$ cat config.mk
export PLATFORM = sky130hd
export DESIGN_NAME = x7seg_capture
export DESIGN_NICKNAME = d
export VERILOG_FILES = /design/src/rtl/x7seg_capture.sv
export SDC_FILE = /design/constraint.sdc
export NUM_CORES = 1
export LEC_CHECK = 0
export ABC_AREA = 1
export BUFFER_PORTS_ARGS = -buffer_cell sky130_fd_sc_hd__buf_4
export CORE_ASPECT_RATIO = 0.9
export CORE_MARGIN = 2
export CORE_UTILIZATION = 56
export CTS_CLUSTER_SIZE = 12
export DETAILED_ROUTE_END_ITERATION = 6
export GPL_TIMING_DRIVEN = 0
export PLACE_DENSITY = 0.77
export SLEW_MARGIN = 20
export SYNTH_ARGS = -nofsm -noshare
export SYNTH_HDL_FRONTEND = slang
export SYNTH_SLANG_ARGS = --single-unit
$ cat constraint.sdc
create_clock -name clk -period 3.82 [get_ports clk]
set_input_delay 0.764 -clock clk [delete_from_list [all_inputs] [get_ports clk]]
set_output_delay 0.764 -clock clk [all_outputs]
set_load 0.005 [all_outputs]
$ cat src/rtl/x7seg_capture.sv
// Receive side of a multiplexed 7-segment scan bus: deglitches a_to_g/an,
// decodes lit slots, infers blanked slots from dwell time and emits whole frames.
module x7seg_capture #(
  parameter int SLOT_CYCLES   = 262144,
  parameter int STABLE_CYCLES = 4,
  parameter int CNT_W         = 20
) (
  input  logic        clk,
  input  logic        clr,
  input  logic [6:0]  a_to_g,
  input  logic [3:0]  an,
  output logic [15:0] digits,
  output logic [3:0]  blank,
  output logic        valid,
  output logic        frame_stb,
  output logic        err
);

  localparam logic [CNT_W-1:0] CNT_ONE  = CNT_W'(1);
  localparam logic [CNT_W-1:0] STAB_MAX = {CNT_W{1'b1}};
  localparam logic [CNT_W-1:0] STAB_ACC = CNT_W'(STABLE_CYCLES - 1);
  localparam logic [CNT_W-1:0] RUN_HALF = CNT_W'(SLOT_CYCLES / 2);
  localparam logic [CNT_W-1:0] RUN_WRAP = CNT_W'(SLOT_CYCLES + SLOT_CYCLES / 2 - 1);

  // {ok, nibble}; ok=0 for any pattern outside the hex font
  function automatic logic [4:0] seg_decode(input logic [6:0] s);
    case (s)
      7'b0000001: return 5'h10;
      7'b1001111: return 5'h11;
      7'b0010010: return 5'h12;
      7'b0000110: return 5'h13;
      7'b1001100: return 5'h14;
      7'b0100100: return 5'h15;
      7'b0100000: return 5'h16;
      7'b0001111: return 5'h17;
      7'b0000000: return 5'h18;
      7'b0000100: return 5'h19;
      7'b0001000: return 5'h1A;
      7'b1100000: return 5'h1B;
      7'b0110001: return 5'h1C;
      7'b1000010: return 5'h1D;
      7'b0110000: return 5'h1E;
      7'b0111000: return 5'h1F;
      default:    return 5'h00;
    endcase
  endfunction

  logic [6:0]       seg_q, seg_d, seg_prev_q, seg_prev_d;
  logic [3:0]       an_q, an_d, an_prev_q, an_prev_d;
  logic [CNT_W-1:0] stab_q, stab_d, run_q, run_d;
  logic             run_on_q, run_on_d;
  logic [1:0]       ptr_q, ptr_d;
  logic [3:0]       seen_q, seen_d;
  logic [15:0]      shadow_q, shadow_d;
  logic [3:0]       shadow_blank_q, shadow_blank_d;
  logic [15:0]      digits_q, digits_d;
  logic [3:0]       blank_q, blank_d;
  logic             valid_q, valid_d, frame_stb_q, frame_stb_d, err_q, err_d;

  logic             bus_changed, accept, rec, rec_blank;
  logic [1:0]       rec_slot, exp_slot, an_slot;
  logic [3:0]       rec_nib, slot_bit, seen_new;
  logic [4:0]       dec;

  always_comb begin
    seg_d          = a_to_g;
    seg_prev_d     = seg_q;
    an_d           = an;
    an_prev_d      = an_q;
    stab_d         = stab_q;
    run_on_d       = run_on_q;
    run_d          = run_q;
    ptr_d          = ptr_q;
    seen_d         = seen_q;
    shadow_d       = shadow_q;
    shadow_blank_d = shadow_blank_q;
    digits_d       = digits_q;
    blank_d        = blank_q;
    valid_d        = valid_q;
    frame_stb_d    = 1'b0;
    err_d          = 1'b0;
    rec            = 1'b0;
    rec_slot       = 2'd0;
    rec_nib        = 4'd0;
    rec_blank      = 1'b0;
    exp_slot       = ptr_q + 2'd1;
    slot_bit       = 4'd0;
    seen_new       = seen_q;
    dec            = seg_decode(seg_q);

    case (an_q)
      4'b1101: an_slot = 2'd1;
      4'b1011: an_slot = 2'd2;
      4'b0111: an_slot = 2'd3;
      default: an_slot = 2'd0;
    endcase

    bus_changed = (seg_q != seg_prev_q) || (an_q != an_prev_q);
    if (bus_changed) begin
      stab_d = '0;
    end else if (stab_q != STAB_MAX) begin
      stab_d = stab_q + CNT_ONE;
    end
    // saturation keeps a long stable run from ever matching the accept count again
    accept = (stab_d == STAB_ACC);

    if (bus_changed) begin
      run_on_d = 1'b0;
      run_d    = '0;
    end else if (run_on_q) begin
      run_d = (run_q == RUN_WRAP) ? RUN_HALF : run_q + CNT_ONE;
      if (run_q == RUN_HALF) begin
        rec       = 1'b1;
        rec_slot  = exp_slot;
        rec_blank = 1'b1;
      end
    end

    if (accept) begin
      case (an_q)
        4'b1110, 4'b1101, 4'b1011, 4'b0111: begin
          rec      = 1'b1;
          rec_slot = an_slot;
          rec_nib  = dec[3:0];
          if (!dec[4]) err_d = 1'b1;
        end
        4'b1111: begin
          run_on_d = 1'b1;
          run_d    = '0;
        end
        default: begin
          err_d  = 1'b1;
          seen_d = 4'd0;
        end
      endcase
    end

    if (rec) begin
      slot_bit = 4'b0001 << rec_slot;
      if (seen_q != 4'd0 && rec_slot != exp_slot) begin
        err_d    = 1'b1;
        seen_new = slot_bit;
      end else begin
        seen_new = seen_q | slot_bit;
      end
      shadow_d[{rec_slot, 2'b00} +: 4] = rec_nib;
      shadow_blank_d[rec_slot]         = rec_blank;
      ptr_d  = rec_slot;
      seen_d = seen_new;
      if (rec_slot == 2'd3) begin
        seen_d = 4'd0;
        if (seen_new == 4'hF) begin
          digits_d    = shadow_d;
          blank_d     = shadow_blank_d;
          valid_d     = 1'b1;
          frame_stb_d = 1'b1;
        end
      end
    end
  end

  // input pipeline resets to the idle (all-off) bus
  always_ff @(posedge clk or posedge clr) begin
    if (clr) begin
      seg_q          <= 7'h7F;
      seg_prev_q     <= 7'h7F;
      an_q           <= 4'hF;
      an_prev_q      <= 4'hF;
      stab_q         <= '0;
      run_on_q       <= 1'b0;
      run_q          <= '0;
      ptr_q          <= 2'd3;
      seen_q         <= 4'd0;
      shadow_q       <= 16'd0;
      shadow_blank_q <= 4'd0;
      digits_q       <= 16'd0;
      blank_q        <= 4'd0;
      valid_q        <= 1'b0;
      frame_stb_q    <= 1'b0;
      err_q          <= 1'b0;
    end else begin
      seg_q          <= seg_d;
      seg_prev_q     <= seg_prev_d;
      an_q           <= an_d;
      an_prev_q      <= an_prev_d;
      stab_q         <= stab_d;
      run_on_q       <= run_on_d;
      run_q          <= run_d;
      ptr_q          <= ptr_d;
      seen_q         <= seen_d;
      shadow_q       <= shadow_d;
      shadow_blank_q <= shadow_blank_d;
      digits_q       <= digits_d;
      blank_q        <= blank_d;
      valid_q        <= valid_d;
      frame_stb_q    <= frame_stb_d;
      err_q          <= err_d;
    end
  end

  assign digits    = digits_q;
  assign blank     = blank_q;
  assign valid     = valid_q;
  assign frame_stb = frame_stb_q;
  assign err       = err_q;

endmodule

---- Word-level counts from Yosys, hierarchy flattened ----
Index checks and enable logic that the tools add are counted.
word-level totals
  register bits after elaboration ......... 112
  output and inout bits ................... 23
  logic and storage cells ................. 108
operators by class
  add/subtract/negate cells ............... 4
  magnitude comparators ................... 2
  equal/unequal tests ..................... 30
  shifts and indexed selects .............. 3
  muxes and demuxes ....................... 42
  bitwise gates (word level) .............. 1
  reduce and logical (&&, ||, !) cells .... 10
operators with widths
  operator                                                                  count
  20-bit 2-to-1 mux                                                         7
  5-bit one-hot mux with 16 select lines                                    1
  20-bit by 1-bit adder with 20-bit output (second input constant)          2
  7-bit by 6-bit equality test with 1-bit output (second input constant)    5
  4-bit 2-to-1 mux                                                          8
  7-bit equality test (second input constant)                               4
  20-bit by 18-bit equality test with 1-bit output (second input constant)  1
  20-bit by 19-bit equality test with 1-bit output (second input constant)  1
  20-bit by 2-bit equality test with 1-bit output (second input constant)   1
  4-bit equality test (second input constant)                               5
  20-bit != test (second input constant)                                    1
  16-bit bitwise mux                                                        1
  1-bit 2-to-1 mux                                                          16
  4-bit by 6-bit variable shift with 16-bit output (first input constant)   1
  4-bit by 6-bit indexed part select with 16-bit output                     1
  7-bit by 3-bit equality test with 1-bit output (second input constant)    2
  7-bit by 4-bit equality test with 1-bit output (second input constant)    2
  2-bit 2-to-1 mux                                                          5
  7-bit by 1-bit equality test with 1-bit output (second input constant)    1
  7-bit by 5-bit equality test with 1-bit output (second input constant)    1
  7-bit logical NOT                                                         1
  7-bit != test                                                             1
  4-bit negator with 6-bit output                                           1
  2-bit one-hot mux with 3 select lines                                     1
  21 further kinds                                                          22

---- Longest topological paths before layout ----
  word-level depth ........................ 14
  mapped depth ............................ 27

---- Worst setup path after synthesis ----
No wires, ideal clock.
  kind .................................... reg2reg
  from .................................... reg seg_q[2], in the netlist seg_prev_d[2]
  to ...................................... reg blank_q[1], in the netlist blank[1]
  setup time .............................. 117 ps
  arrival ................................. 3275 ps
  data required time ...................... 3703 ps
  slack ................................... 428 ps
  stages on the path, launching flop included .. 23
  path through ............................ dfstp_2 > buf_2 > xnor2_1 > nand2_1 > inv_1 > nand2_1 > nor2_1 > buf_2 > buf_2 > o31ai_1 > o21ai_0 > nor3_2 > nand3_1 > mux2_2 > inv_1 > ha_1 > clkbuf_1 > inv_1 > nand2_2 > nand3_2 > buf_6 > nand2_1 > nand2_1
between the ends
  word-level cells in the longest chain between the ends .. 11
  elaborated cells between the ends (all ways) .. 25
  those cells by class .................... order compare: 2; eq/ne: 5; shift: 1; mux: 12; bitwise: 1; reduce/logical: 4
ends and longest elaborated chain
  element                                                                                     line      RTL
  from (decl)                                                                                 48        logic [6:0] seg_q, seg_d, seg_prev_q, seg_prev_d;
  from (signal assigned)                                                                      182       seg_q <= seg_d;
  7-bit != test *                                                                             98        bus_changed = (seg_q != seg_prev_q) || (an_q != an_prev_q);
  1-bit logical OR *                                                                          98
  20-bit 2-to-1 mux / 2-bit 2-to-1 mux (equally long branches)                                99, 107
  20-bit by 2-bit equality test with 1-bit output / 2-bit 2-to-1 mux (equally long branches)  105, 120
  2-bit 2-to-1 mux *                                                                          119       if (accept) begin
  named net rec_slot[0]                                                                       61        logic [1:0] rec_slot, exp_slot, an_slot;
  1-bit by 2-bit << shifter with 4-bit output / 2-bit != test (equally long branches)         139, 140
  4-bit bitwise OR / 1-bit logical AND (equally long branches)                                144, 140
  4-bit 2-to-1 mux                                                                            140       if (seen_q != 4'd0 && rec_slot != exp_slot) begin
  4-bit 2-to-1 mux                                                                            138       if (rec) begin
  4-bit equality test                                                                         152       if (seen_new == 4'hF) begin
  3-bit AND reduction (no source line)                                                        --
  to (signal assigned)                                                                        194       blank_q <= blank_d;
  to (decl)                                                                                   57        logic [3:0] blank_q, blank_d;
Mark *: on every way through the listed nets, which the timed path passes. The rest lies on a longest branch. The select of a mux whose other input is x is not followed.
A chain may end at the register's enable or synchronous reset.

---- Worst setup path after layout ----
  from .................................... reg stab_q[0]
  to ...................................... reg digits_q[12], in the netlist digits[12]
between the ends
  word-level cells in the longest chain between the ends .. 11
  elaborated cells between the ends (all ways) .. 21
  those cells by class .................... add/sub: 2; eq/ne: 5; shift: 3; mux: 8; bitwise: 1; reduce/logical: 2
ends and longest elaborated chain
  element                                                                            line      RTL
  from (decl)                                                                        50        logic [CNT_W-1:0] stab_q, stab_d, run_q, run_d;
  from (signal assigned)                                                             186       stab_q <= stab_d;
  20-bit by 1-bit adder with 20-bit output / 20-bit != test (equally long branches)  102, 101
  20-bit 2-to-1 mux *                                                                101       end else if (stab_q != STAB_MAX) begin
  20-bit 2-to-1 mux *                                                                99        if (bus_changed) begin
  named net stab_d[11]                                                               50
  20-bit by 2-bit equality test with 1-bit output *                                  105       accept = (stab_d == STAB_ACC);
  2-bit 2-to-1 mux *                                                                 119
  named net rec_slot[0]                                                              61
  branches (longest 6 deep; another with 4-bit negator with 6-bit output)            --
  to (signal assigned)                                                               193       digits_q <= digits_d;
  to (decl)                                                                          56        logic [15:0] digits_q, digits_d;
Mark *: on every way through the listed nets, which the timed path passes. The select of a mux whose other input is x is not followed.

==> results_dict.tcl <==
set metrics [dict create \
    clk_latency_ns 0.37 \
    ios 36 \
    final_cell_area_um2 7780 \
    post_drt_wl_per_cell_um 13.9 \
    h-tree-depth 3 \
    period_needed_ns 3.62 \
    synth_top_family_by_area "simple AND/OR/NAND/NOR gates" \
    drt-met1-wl_mm 7.42 \
    seq_area_frac_synth_pct 41.9 \
    endpoint_kind "register" \
    fin_skew_ns 0.00877 \
    synth_compound_area_share_pct 7.60 \
    r2r_slack_ns 0.20 \
    status "completed" \
    netlist_area_um2 6750 \
    clockBufferDepth 2 \
    clkTransAtPathRegs_ns 0.08 \
    startpoint_type "register" \
    async_flop_share_pct 100 \
    drtIter0Drc 501 \
    core_um2 11900 \
    yosysWarnings 0 \
    placed_area_um2 7250 \
    yosys-top-cells-area "dfrtp_1, nand2_1, dfstp_2" \
    grt_pass1_wl_mm 26.0 \
    synth_top_area_share_pct 32.6 \
    synth.area.mux_share_pct 0.167 \
    route.met2.wl_mm 6.88 \
    cts_buffers 9 \
    drv_cap 0 \
    worst_slew_pin_slew_ns 0.553 \
    max_freq_mhz 276 \
    synth_cell_types 46 \
    p_leak_nw 3.79 \
    num_rows 38 \
    grt_pass1_vias 5552 \
    ant_nets 0 \
    hpwl_mm 11.7 \
    fin_util_pct 65.5 \
    synth_seq_cells 112 \
    synthFlopType "dfrtp_1" \
    grt_overflow 0 \
    yosys.area_share.simple_pct 36.4 \
    cts_tree "built" \
    reg2reg_from "stab_q[0]" \
    vdd_ir_drop_max_mv 0.395 \
    p_per_area_nw_per_um2 286 \
    die_y_um 108 \
    start_util_pct 56.8 \
    drv_slew 0 \
    synthesis.nets 941 \
    path_class "register to register" \
    dp_worst_setup_slack_ns -0.495 \
    cts-root-buf "clkbuf_16" \
    post-route-worst-setup-slack_ns 0.200 \
    areaGrowthSynthToFinish_pct 15.3 \
    netlist_instances 921 \
    min_period_over_period_pct 94.8 \
    syn_area_per_cell_um2 7.33 \
    synthAdderAreaFrac_pct 1.30 \
    setup_violations 0 \
    yosysMostFrequentCell "nand2_1" \
    crit_path_max_fanout 10 \
    drc 0 \
    final_nets 996 \
    slew_headroom_pct 63.0 \
    dr_total_vias 6136 \
    dr_wl_met3_mm 1.14 \
    cp-startpoint "stab_q[0]" \
    finalHoldViolCount 0 \
    synthXorXnorAreaFrac_pct 2.85 \
    antenna_cells 0 \
    viasPerCell 5.38 \
    hold_path.startpoint "seg_prev_d[2]" \
    port_buffers 35 \
    cp.arrival_ns 3.88 \
    die_w_um 120 \
    yosys.area.top_type "dfrtp_1" \
    firstDrtPassIters 6 \
    drt_wl_total_mm 15.8 \
    cts.sinks 112 \
    final_layout_size_suffix_gt1_share_pct 18.9 \
    n_fill_cell 1045 \
    track_usage_pct 25.3 \
    top_layer "met4" \
    gp_congestion 0.924 \
    synth.top_cells.by_count "nand2_1, inv_1, dfrtp_1, nor2_1, nand3_1" \
    crit_required_ns 4.08 \
    synth_enable_flop_cells 0 \
    grt_max_degree 78 \
    setup_tns_ns 0 \
    dieArea_um2 13000 \
    antenna_found_initial 0 \
    hp-class "register to register" \
]
==> power by group <==
| part | leakage [nW] | internal [W] | switching, W | total [W] |
|---|---|---|---|---|
| registers | 1.48 | 0.00121 | 0.0000113 | 0.00122 |
| logic | 2.17 | 0.0000274 | 0.0000525 | 0.0000799 |
| clock network | 0.145 | 0.000458 | 0.000474 | 0.000932 |
==> kinds of logic (layout without fill, tap and decap cells) <==
family | count (synthesis) | after routing
AO/OA/AOI/OAI | 90 | 90
XOR/XNOR | 22 | 22
adder cells (fa/ha/maj) | 7 | 7
buffers and inverters | 158 | 218
flip-flops | 112 | 112
multiplexers | 1 | 1
AND/OR/NAND/NOR | 531 | 531
==> state kept, by name, indices dropped and copies added (netlist names) <==
name            count
seen_q              4
an_prev_q           4
seg_prev_d          7
shadow_q           16
an_prev_d           4
err                 1
shadow_blank_q      4
stab_q             20
ptr_q               2
digits             16
seg_prev_q          7
valid               1
frame_stb           1
blank               4
run_on_q            1
run_q              20
==> routing by layer <==
layer	track usage [%]	vias to the layer above
met5	0	-
met2	36.9	206
li1	-	3064
met1	36.8	2835
met3	6.01	31
met4	9.24	0
==> placed cells by master, fill, tap and decap left out, types with 9 or more instances in the layout <==
cell / count
nand3_2: 9
nand2_1: 240
nand2_2: 13
inv_1: 121
xor2_1: 15
nand4_1: 21
nand3_1: 79
inv_2: 12
buf_6: 9
clkbuf_16: 9
nor3_1: 36
nor4_1: 9
nor2_1: 84
o22ai_1: 9
nor2_4: 11
o21ai_0: 39
buf_4: 45
a21oi_1: 15
dfstp_2: 24
dfrtp_1: 86
==> per-stage QoR <==
step | hold WS (ns) | power [W] | instances
after detailed placement | 0.354 | 0.00132 | 1117
after global routing | 0.378 | 0.00231 | 1141
after global placement | 0.354 | 0.00131 | 1116
after floorplan | 0.352 | 0.00129 | 921
after CTS | 0.366 | 0.00224 | 1134
final | 0.367 | 0.00223 | 1141
==> repair_timing <==
action / in CTS / in global routing
setup buffers: 2 / 7
resized for setup: 11 / 38
hold buffers: 0 / 0
setup endpoints to repair: 43 / 43
pin swaps: 1 / 4
==> final timing paths <==
| path | endpoint | depth (start not counted) |
|---|---|---|
| hold reg to reg | seg_prev_q[2] | 0 |
| min in group asynchronous | stab_q[10] | 2 |
| setup reg to reg | digits[12] | 24 |
| setup / recovery | digits[12] | 24 |
| max in group asynchronous | seg_prev_q[0] | 3 |
| hold / removal | seg_prev_q[2] | 0 |
==> final cells by class <==
type                            count  area (µm²)  area share (%)
Multi-Input combinational cell    651        3430            44.0
Sequential cell                   112        2840            36.4
Inverter                          136         515            6.62
Timing Repair Buffer               45         358            4.60
Clock buffer                        9         225            2.89
Tap cell                          160         200            2.57
Buffer                             21         164            2.11
Clock inverter                      7        61.3           0.788
==> worst max-delay path, cell delays in order (launching register included) <==
cell	delay, ns
dfrtp_2	0.41
ha_4	0.18
nand2_2	0.07
nor2_4	0.17
nand2_4	0.11
nor2_8	0.16
nand2_4	0.08
buf_6	0.15
nand2_2	0.07
nand2_1	0.06
nand3_1	0.11
inv_1	0.09
nor3_2	0.19
nand2_2	0.11
nor2_4	0.15
nand3_2	0.10
mux2_4	0.34
ha_1	0.28
inv_2	0.14
nand2_1	0.11
nand2_2	0.11
nor2_4	0.05
buf_6	0.13
nand3_1	0.07
nand2_1	0.06
(Power assumes the default switching activity.)
